==> src/rtl/reg_wb_arbiter.sv <==
// Two-requester round-robin writeback arbiter feeding a registered register-file
// write port, with drop/out-of-range filtering and an in-flight hazard query.
module reg_wb_arbiter (
  input  logic        clk,
  input  logic        rst_n,
  input  logic        a_valid,
  input  logic [5:0]  a_addr,
  input  logic [31:0] a_data,
  output logic        a_ready,
  input  logic        b_valid,
  input  logic [5:0]  b_addr,
  input  logic [31:0] b_data,
  output logic        b_ready,
  input  logic        hold,
  output logic        wr_en,
  output logic [5:0]  wr_addr,
  output logic [31:0] wr_data,
  input  logic [5:0]  q_addr,
  output logic        q_hazard,
  output logic [7:0]  drop_cnt,
  output logic        err_oor
);

  // Handshake: a transfer happens on a rising clk edge where valid && ready.
  // Requesters keep valid/addr/data stable until accepted; ready is a pure
  // function of the current valids, hold and the last-grant pointer.

  logic        r_live;     // 0 during reset and for the reset-release edge
  logic        r_last_b;   // 1: B was granted most recently
  logic        r_wr_en;
  logic [5:0]  r_wr_addr;
  logic [31:0] r_wr_data;
  logic [7:0]  r_drop_cnt;
  logic        r_err_oor;

  logic        w_open;
  logic        w_grant_a;
  logic        w_grant_b;
  logic        w_acc;
  logic [5:0]  w_addr;
  logic [31:0] w_data;
  logic        w_drop;

  always_comb begin
    w_open    = r_live && !hold;
    w_grant_a = w_open && a_valid && (!b_valid || r_last_b);
    w_grant_b = w_open && b_valid && (!a_valid || !r_last_b);
    w_acc     = w_grant_a || w_grant_b;
    w_addr    = w_grant_b ? b_addr : a_addr;
    w_data    = w_grant_b ? b_data : a_data;
    // Register 0 is hardwired and addr[5] is outside the 32-entry file.
    w_drop    = (w_addr == 6'd0) || w_addr[5];
  end

  always_ff @(posedge clk or negedge rst_n) begin
    if (!rst_n) begin
      r_live     <= 1'b0;
      r_last_b   <= 1'b1;
      r_wr_en    <= 1'b0;
      r_wr_addr  <= 6'd0;
      r_wr_data  <= 32'd0;
      r_drop_cnt <= 8'd0;
      r_err_oor  <= 1'b0;
    end else begin
      r_live  <= 1'b1;
      r_wr_en <= w_acc && !w_drop;
      if (w_acc) begin
        r_last_b <= w_grant_b;
      end
      if (w_acc && !w_drop) begin
        r_wr_addr <= w_addr;
        r_wr_data <= w_data;
      end
      if (w_acc && w_drop && (r_drop_cnt != 8'hFF)) begin
        r_drop_cnt <= r_drop_cnt + 8'd1;
      end
      if (w_acc && w_addr[5]) begin
        r_err_oor <= 1'b1;
      end
    end
  end

  assign a_ready  = w_grant_a;
  assign b_ready  = w_grant_b;
  assign wr_en    = r_wr_en;
  assign wr_addr  = r_wr_addr;
  assign wr_data  = r_wr_data;
  assign drop_cnt = r_drop_cnt;
  assign err_oor  = r_err_oor;
  assign q_hazard = r_wr_en && (r_wr_addr == q_addr) && (q_addr != 6'd0);

endmodule

==> config.mk <==
export PLATFORM = sky130hd
export DESIGN_NAME = reg_wb_arbiter
export DESIGN_NICKNAME = d
export VERILOG_FILES = /design/src/rtl/reg_wb_arbiter.sv
export SDC_FILE = /design/constraint.sdc
export NUM_CORES = 1
export LEC_CHECK = 0
export BUFFER_PORTS_ARGS = -buffer_cell sky130_fd_sc_hd__clkbuf_2
export CORE_MARGIN = 3
export CORE_UTILIZATION = 34
export DETAILED_ROUTE_END_ITERATION = 16
export PLACE_DENSITY = 0.73
export REMOVE_ABC_BUFFERS = 1
export SYNTH_ARGS = -nofsm -noshare
export SYNTH_HDL_FRONTEND = slang
export SYNTH_SLANG_ARGS = --single-unit
export TNS_END_PERCENT = 5
==> constraint.sdc <==
create_clock -name clk -period 3.55 [get_ports clk]
set_clock_uncertainty 0.15 [all_clocks]
set_input_delay 0.1775 -clock clk [delete_from_list [all_inputs] [get_ports clk]]
set_output_delay 0.1775 -clock clk [all_outputs]
set_load 0.01 [all_outputs]
==> summary.md, run 1 <==
| Metric | Value |
|---|---|
| Total global routing track utilization | about a fifth |
| Clock-pin slew on the worst setup and hold paths | about 0.090 ns |
| CTS H-tree depth | 2 |
| Largest net degree at the start of global routing | 47 |
| Fin nets | ~570 |
| Layout area overhead | 63.1% |
| Worst R2R Setup Slack | around 0.46 ns |
| Hold Path Class | primary input to flip-flop |
| Top cell type's share of synthesized area | around 50% |
| Grt ovf | 0 |
| Filler cell count | about 640 |
| Warnings, synthesis | 0 |
| # rows | 30 |
| Post-route DRC | 0 |
| Post-Route Utilization | between 50% and 60% |
| Synth Area in XOR/XNOR | 3.54% |
| Syn_area_per_cell | a little under 9 sq um |
| Compound-cell area share of the yosys netlist | about 20% |
| Synth Area in Adders | 0.506% |
| Post-Synth Simple-Gate Area | 18.8% |
| Top cells by area, synth | dfrtp_1 50%, nand2_1 13%, a31oi_1 9.4%, a21oi_1 8.3%, xor2_1 3.2% |
| Starting Density | between 30% and 40% |
| Register area share after synthesis | between 50 and 60% |
| Antenna diodes | 0 |
| Unrepaired setup endpoints after global routing | no |
| Max-cap check violation count | 0 |
| Vias per cell | approximately 5.1 |
| Num CTS Buffers | 5 |
| Share of cells above drive strength 1 | 31.5% |
| DIE HEIGHT | 91.3 um |
| Main combinational cell family by area after synthesis | compound AO/OA/AOI/OAI gates |
| Routed WL | 8180 um |
| Tmin final | 3.12 ns |
| Mux cell area share after synthesis | 1.92% |
| Maximum fanout along the worst path | 38 |
| Flops & latches, synth | 50 |
| Vias in the first global route | around 3100 |
| Worst slew margin | between 10% and 20% |
| Root buf cell | clkbuf_8 |
| CTS resizes | 0 |
| F_max | about 0.32 GHz |
| Die area | between 8000 and 9000 sq um |
| Die W | a little over 90 um |
| First-pass GRT wire length | between 10000 and 15000 um |
| GP Congestion | approximately 0.83 |
| Setup Fix Bufs, Post-CTS | 0 |
| Fin. max-slew vios | 0 |
| Core ar. | 6910 sq um |
| Worst skew pair latency | 0.30 ns |
| TNS Setup | 0 ns |
| 1st-iter DRT viols | roughly 120 |
| Setup crit end kind | flip-flop |
| CP Data Arrival Time | ~3.2 ns |
| Hpwl dp | between 5000 and 6000 um |
| Outcome | finished clean |
| CP Class | primary input to flip-flop |
| Worst setup SP type | primary input |
| R2R cell count | 6 |
| Antenna-violating nets left | 0 |
| CTS tree | done |
| CTS Sinks | 50 |
| Post-Syn Area | 2470 sq um |
| Longest Clk Path Bufs | 2 |
| Routed via count | roughly 3000 |
| Hold Violations, Final | 0 |
| Gate Count Post-Synth | roughly 280 |
| Antenna violations before repair | 0 |
| Post-synth cell types | 33 |
| Slew @ Worst Pin | between 1 and 1.5 ns |
| Port Buffers | approximately 140 |
| Fin crit share | around 88% |
| # setup viols final | 0 |
| Cell Pwr Density | around 450 nW/um^2 |
| Leakage power | roughly 2.0 nW |
| Worst Path Required | about 3.6 ns |
| DRT Pass-1 Iters | 4 |
| WHS Path Cells | 3 |
| Area leader, netlist | dfrtp_1 |
| Ports | 138 |
| VDD IR-drop max | between 150 and 200 uV |
| Routed wire per std cell | 14.0 um |
-- cell type report --
| type | count | area [sq um] | share of cell area [%] |
|---|---|---|---|
| inverters | 3 | 11.3 | 0.279 |
| flip-flops and latches | 50 | 1250 | 31.1 |
| clock buffers | 7 | 76.3 | 1.89 |
| repair buffers | 216 | 1470 | 36.4 |
| well taps | 96 | 120 | 2.98 |
| multi-input cells | 210 | 1100 | 27.3 |
-- final timing paths --
check,start,to
worst max-delay path,b_valid,wr_data[20]$_DFFE_PN0P_
worst min-delay path,b_addr[5],err_oor$_DFFE_PN0P_
worst max register to register,r_live$_DFF_PN0_,wr_data[20]$_DFFE_PN0P_
worst min register to register,err_oor$_DFFE_PN0P_,err_oor$_DFFE_PN0P_
max in group asynchronous,rst_n,wr_data[18]$_DFFE_PN0P_
min in group asynchronous,rst_n,drop_cnt[4]$_DFFE_PN0P_
-- kinds of logic after synthesis --
kind of cell    count (synthesis)
simple gates                  108
flops                          50
other cells                     1
buf+inv                        24
compound gates                 86
fa+ha+maj                       1
xor+xnor                       10
mux                             4
-- through the flow --
stage	power [mW]	hold slack, ns	cells	area [sq um]	worst slack, ns
after detailed placement	1.31	-0.157	499	3190	1.08
final	1.80	0.0506	582	4030	0.431
after floorplan	1.05	-0.268	263	2370	1.18
after CTS	1.80	0.0352	582	4030	0.512
after global placement	1.30	-0.159	499	3190	1.14
after global routing	1.92	0.0595	582	4030	0.254
-- cells in the final DEF (no fill, tap or decap), types with 2 or more instances in the layout --
master and instances:
a21oi_1 41, a31oi_1 37, buf_4 3, clkbuf_1 2, clkbuf_2 137, clkbuf_8 5, dfrtp_1 49, dlygate4sd3_1 76
inv_1 3, mux2_2 2, nand2_1 84, nand3_1 3, nand4_1 2, nor2_1 4, nor3_1 4, nor4_1 3
o21ai_0 5, xor2_1 9
-- sequential cells by signal, indices dropped and copies added (netlist names) --
name / count
wr_en: 1
r_live: 1
wr_addr: 6
r_last_b: 1
drop_cnt: 8
err_oor: 1
wr_data: 32
-- synthesized netlist by cell type --
library cell,number
a21oi_1,41
a31oi_1,37
and2_4,1
and3_1,1
buf_2,3
buf_6,3
clkbuf_1,15
conb_1,1
dfrtp_1,49
dfstp_2,1
ha_1,1
inv_1,3
mux2_2,2
mux2_4,1
mux2i_1,1
nand2_1,84
nand2b_1,1
nand3_1,3
nand3_2,1
nand4_1,2
nor2_1,4
nor2b_1,1
nor2b_4,1
nor3_1,4
nor3_2,1
nor4_1,3
o21a_1,1
o21ai_0,5
o21bai_1,1
o31a_1,1
or4_1,1
xnor2_1,1
xor2_1,9
-- power by group --
part / total (mW) / switching, mW / internal, mW
registers: 0.808 / 0.108 / 0.700
logic: 0.676 / 0.308 / 0.368
clock network: 0.318 / 0.182 / 0.136
total: 1.80 / 0.598 / 1.20
-- what timing repair did --
| item | CTS | global route |
|---|---|---|
| setup endpoints to repair | 0 | 0 |
| hold buffers | 76 | 0 |
| endpoints found under the hold margin | 87 | 0 |
-- critical path, cell delays in order --
cell           delay (ns)
dlygate4sd3_1        0.53
clkbuf_2             0.16
nand3_2              0.34
inv_1                1.02
nand2_1              0.16
a31oi_1              0.23
dlygate4sd3_1        0.58
-- layer usage --
layer	vias to the layer above	GRT usage [%]	routed length, um
li1	1380	-	-
met1	1382	23.5	3180
met2	161	35.1	4160
met3	23	4.31	621
met4	0	8.29	216
met5	-	0	0
Power figures use the tool's default switching activity.
==> inputs of run 2 (changes only) <==
CORE_MARGIN = not set   (was 3)
HOLD_SLACK_MARGIN = 0.12   (was not set)
==> summary.md, run 2 (synthesized netlist as in run 1, its figures left out) <==
| Metric | Value |
|---|---|
| VDD IR-drop max | 187 uV |
| Root buf cell | clkbuf_8 |
| Most frequent CP cell | dlygate4sd3_1 |
| DRT Pass-1 Iters | 8 |
| Multi-input gate area | approximately 1100 sq um |
| GP Congestion | roughly 0.78 |
| Fin crit share | between 80% and 90% |
| Ports | 138 |
| Routed WL | between 8000 and 9000 um |
| Worst path cell trace | dlygate4sd3_1, clkbuf_2, nand3_2, mux2_4, and2_4, a31oi_1, dlygate4sd3_1 |
| Port Buffers | 137 |
| Vias in the first global route | roughly 2900 |
| Starting Density | around 36% |
| CTS H-tree depth | 2 |
| CP Class | primary input to flip-flop |
| Largest net degree at the start of global routing | 47 |
| Antenna-violating nets left | 0 |
| Total global routing track utilization | a little under a quarter |
| Fin. max-slew vios | 0 |
| Outcome | finished clean |
| # setup viols final | 0 |
| TNS Setup | 0 ns |
| Slowest CP cell | mux2_4 |
| Worst R2R Setup Slack | roughly 0.46 ns |
| Setup crit end kind | flip-flop |
| Grt ovf | 0 |
| Hold Violations, Final | 0 |
| F_max | between 0.3 and 0.4 GHz |
| Max stage delay on crit path | 0.65 ns |
| Placed cell area | approximately 3200 sq um |
| Antenna violations before repair | 0 |
| Leakage power | just under 2 nW |
| Antenna diodes | 0 |
| Worst Path Required | 3.58 ns |
| Filler cell count | between 600 and 700 |
| Delay-heaviest family, CP | buffers and inverters |
| Routed via count | about 3000 |
| Worst skew pair latency | 0.29 ns |
| Max-cap check violation count | 0 |
| CTS Sinks | 50 |
| Die W | roughly 87 um |
| Worst slew margin | a little over a fifth |
| Fin nets | between 500 and 600 |
| First-pass GRT wire length | approximately 13000 um |
| Tmin final | approximately 3.1 ns |
| Dpl cells | about 500 |
| Worst setup SP type | primary input |
| Setup Fix Bufs, Post-CTS | 0 |
| Max reg flops | 32 |
| Longest Clk Path Bufs | 2 |
| DIE HEIGHT | 87.3 um |
| # rows | 30 |
| WP buf/inv | 3 |
| Slew @ Worst Pin | between 1 and 1.5 ns |
| Clock-pin slew on the worst setup and hold paths | 0.09 ns |
| Most frequent cells in the layout | 137 x clkbuf_2, 84 x nand2_1, 80 x dlygate4sd3_1, 49 x dfrtp_1, 41 x a21oi_1 |
| 1st-iter DRT viols | about 160 |
| FF+latch area | approximately 1300 sq um |
| Core ar. | 6910 sq um |
| Unrepaired setup endpoints after global routing | no |
| Post-route DRC | 0 |
| Layout Cells excl Fill | just under 600 |
| Hold Path Class | primary input to flip-flop |
| Num CTS Buffers | 5 |
| Maximum fanout along the worst path | 46 |
| Die area | approximately 7600 sq um |
| Finished Cell Area | just over 4000 sq um |
| Layout area overhead | 64.9% |
| Cell Pwr Density | between 400 and 500 nW/um^2 |
| Vias per cell | around 5 |
| Hpwl dp | between 4000 and 5000 um |
| Share of cells above drive strength 1 | around 31% |
| CP Data Arrival Time | ~3.1 ns |
| CTS tree | done |
| Most common cell after layout, fill and taps aside | clkbuf_2 |
| Routed wire per std cell | between 10 and 15 um |
-- run 2: cell count changes in the layout (fill, tap and decap cells not counted), sizes merged --
cell,previous run,this run
dlygate4sd3,76,80
clkbuf,144,145
-- run 2: worst paths after layout --
kind,from,end,cells past startpoint
max,b_valid,wr_data[0]$_DFFE_PN0P_,7
min,hold,err_oor$_DFFE_PN0P_,4
max reg2reg,r_live$_DFF_PN0_,wr_data[0]$_DFFE_PN0P_,6
min reg2reg,drop_cnt[4]$_DFFE_PN0P_,drop_cnt[4]$_DFFE_PN0P_,1
max in group asynchronous,rst_n,drop_cnt[5]$_DFFE_PN0P_,3
min in group asynchronous,rst_n,r_live$_DFF_PN0_,2
-- run 2: area by class of cell --
type | count | share of cell area, %
multi-input combinational | 210 | 27.0
inverter | 3 | 0.276
sequential | 50 | 30.7
tap | 96 | 2.95
clock buffer | 8 | 1.96
timing repair buffer | 220 | 37.0
-- run 2: timing repair --
item / CTS / global route
hold endpoints to repair: 62 / 0
hold buffers: 80 / 0
endpoints found under the setup margin: 0 / 0
resized for setup: 0 / 0
-- run 2: worst min-delay path, stage by stage --
cell,delay (ns)
clkbuf_2,0.12
nor2b_4,0.06
o21ai_0,0.23
o21bai_1,0.12
-- run 2: where the power goes --
group          switching [mW]  internal [mW]
clock network           0.178          0.141
logic                   0.311          0.374
registers               0.104          0.700
-- run 2: stage by stage --
step | hold slack [ns] | utilization (%) | worst slack [ns] | total power, mW
2_1_floorplan | -0.268 | - | 1.18 | 1.05
3_3_place_gp | 0.0520 | 46.3 | 1.07 | 1.29
3_5_place_dp | 0.0691 | 46.3 | 0.998 | 1.31
4_1_cts | 0.258 | 59.0 | 0.461 | 1.81
5_1_grt | 0.354 | 59.0 | 0.159 | 1.93
6_report | 0.284 | 59.0 | 0.445 | 1.81
-- run 2: routing by layer --
metal / vias to the layer above / track usage [%] / part of all wire (%)
met5: - / 0 / 0
met4: 0 / 5.96 / 2.3
met3: 32 / 4.08 / 6.0
met2: 153 / 42.3 / 53
met1: 1375 / 26.3 / 38
li1: 1400 / - / -
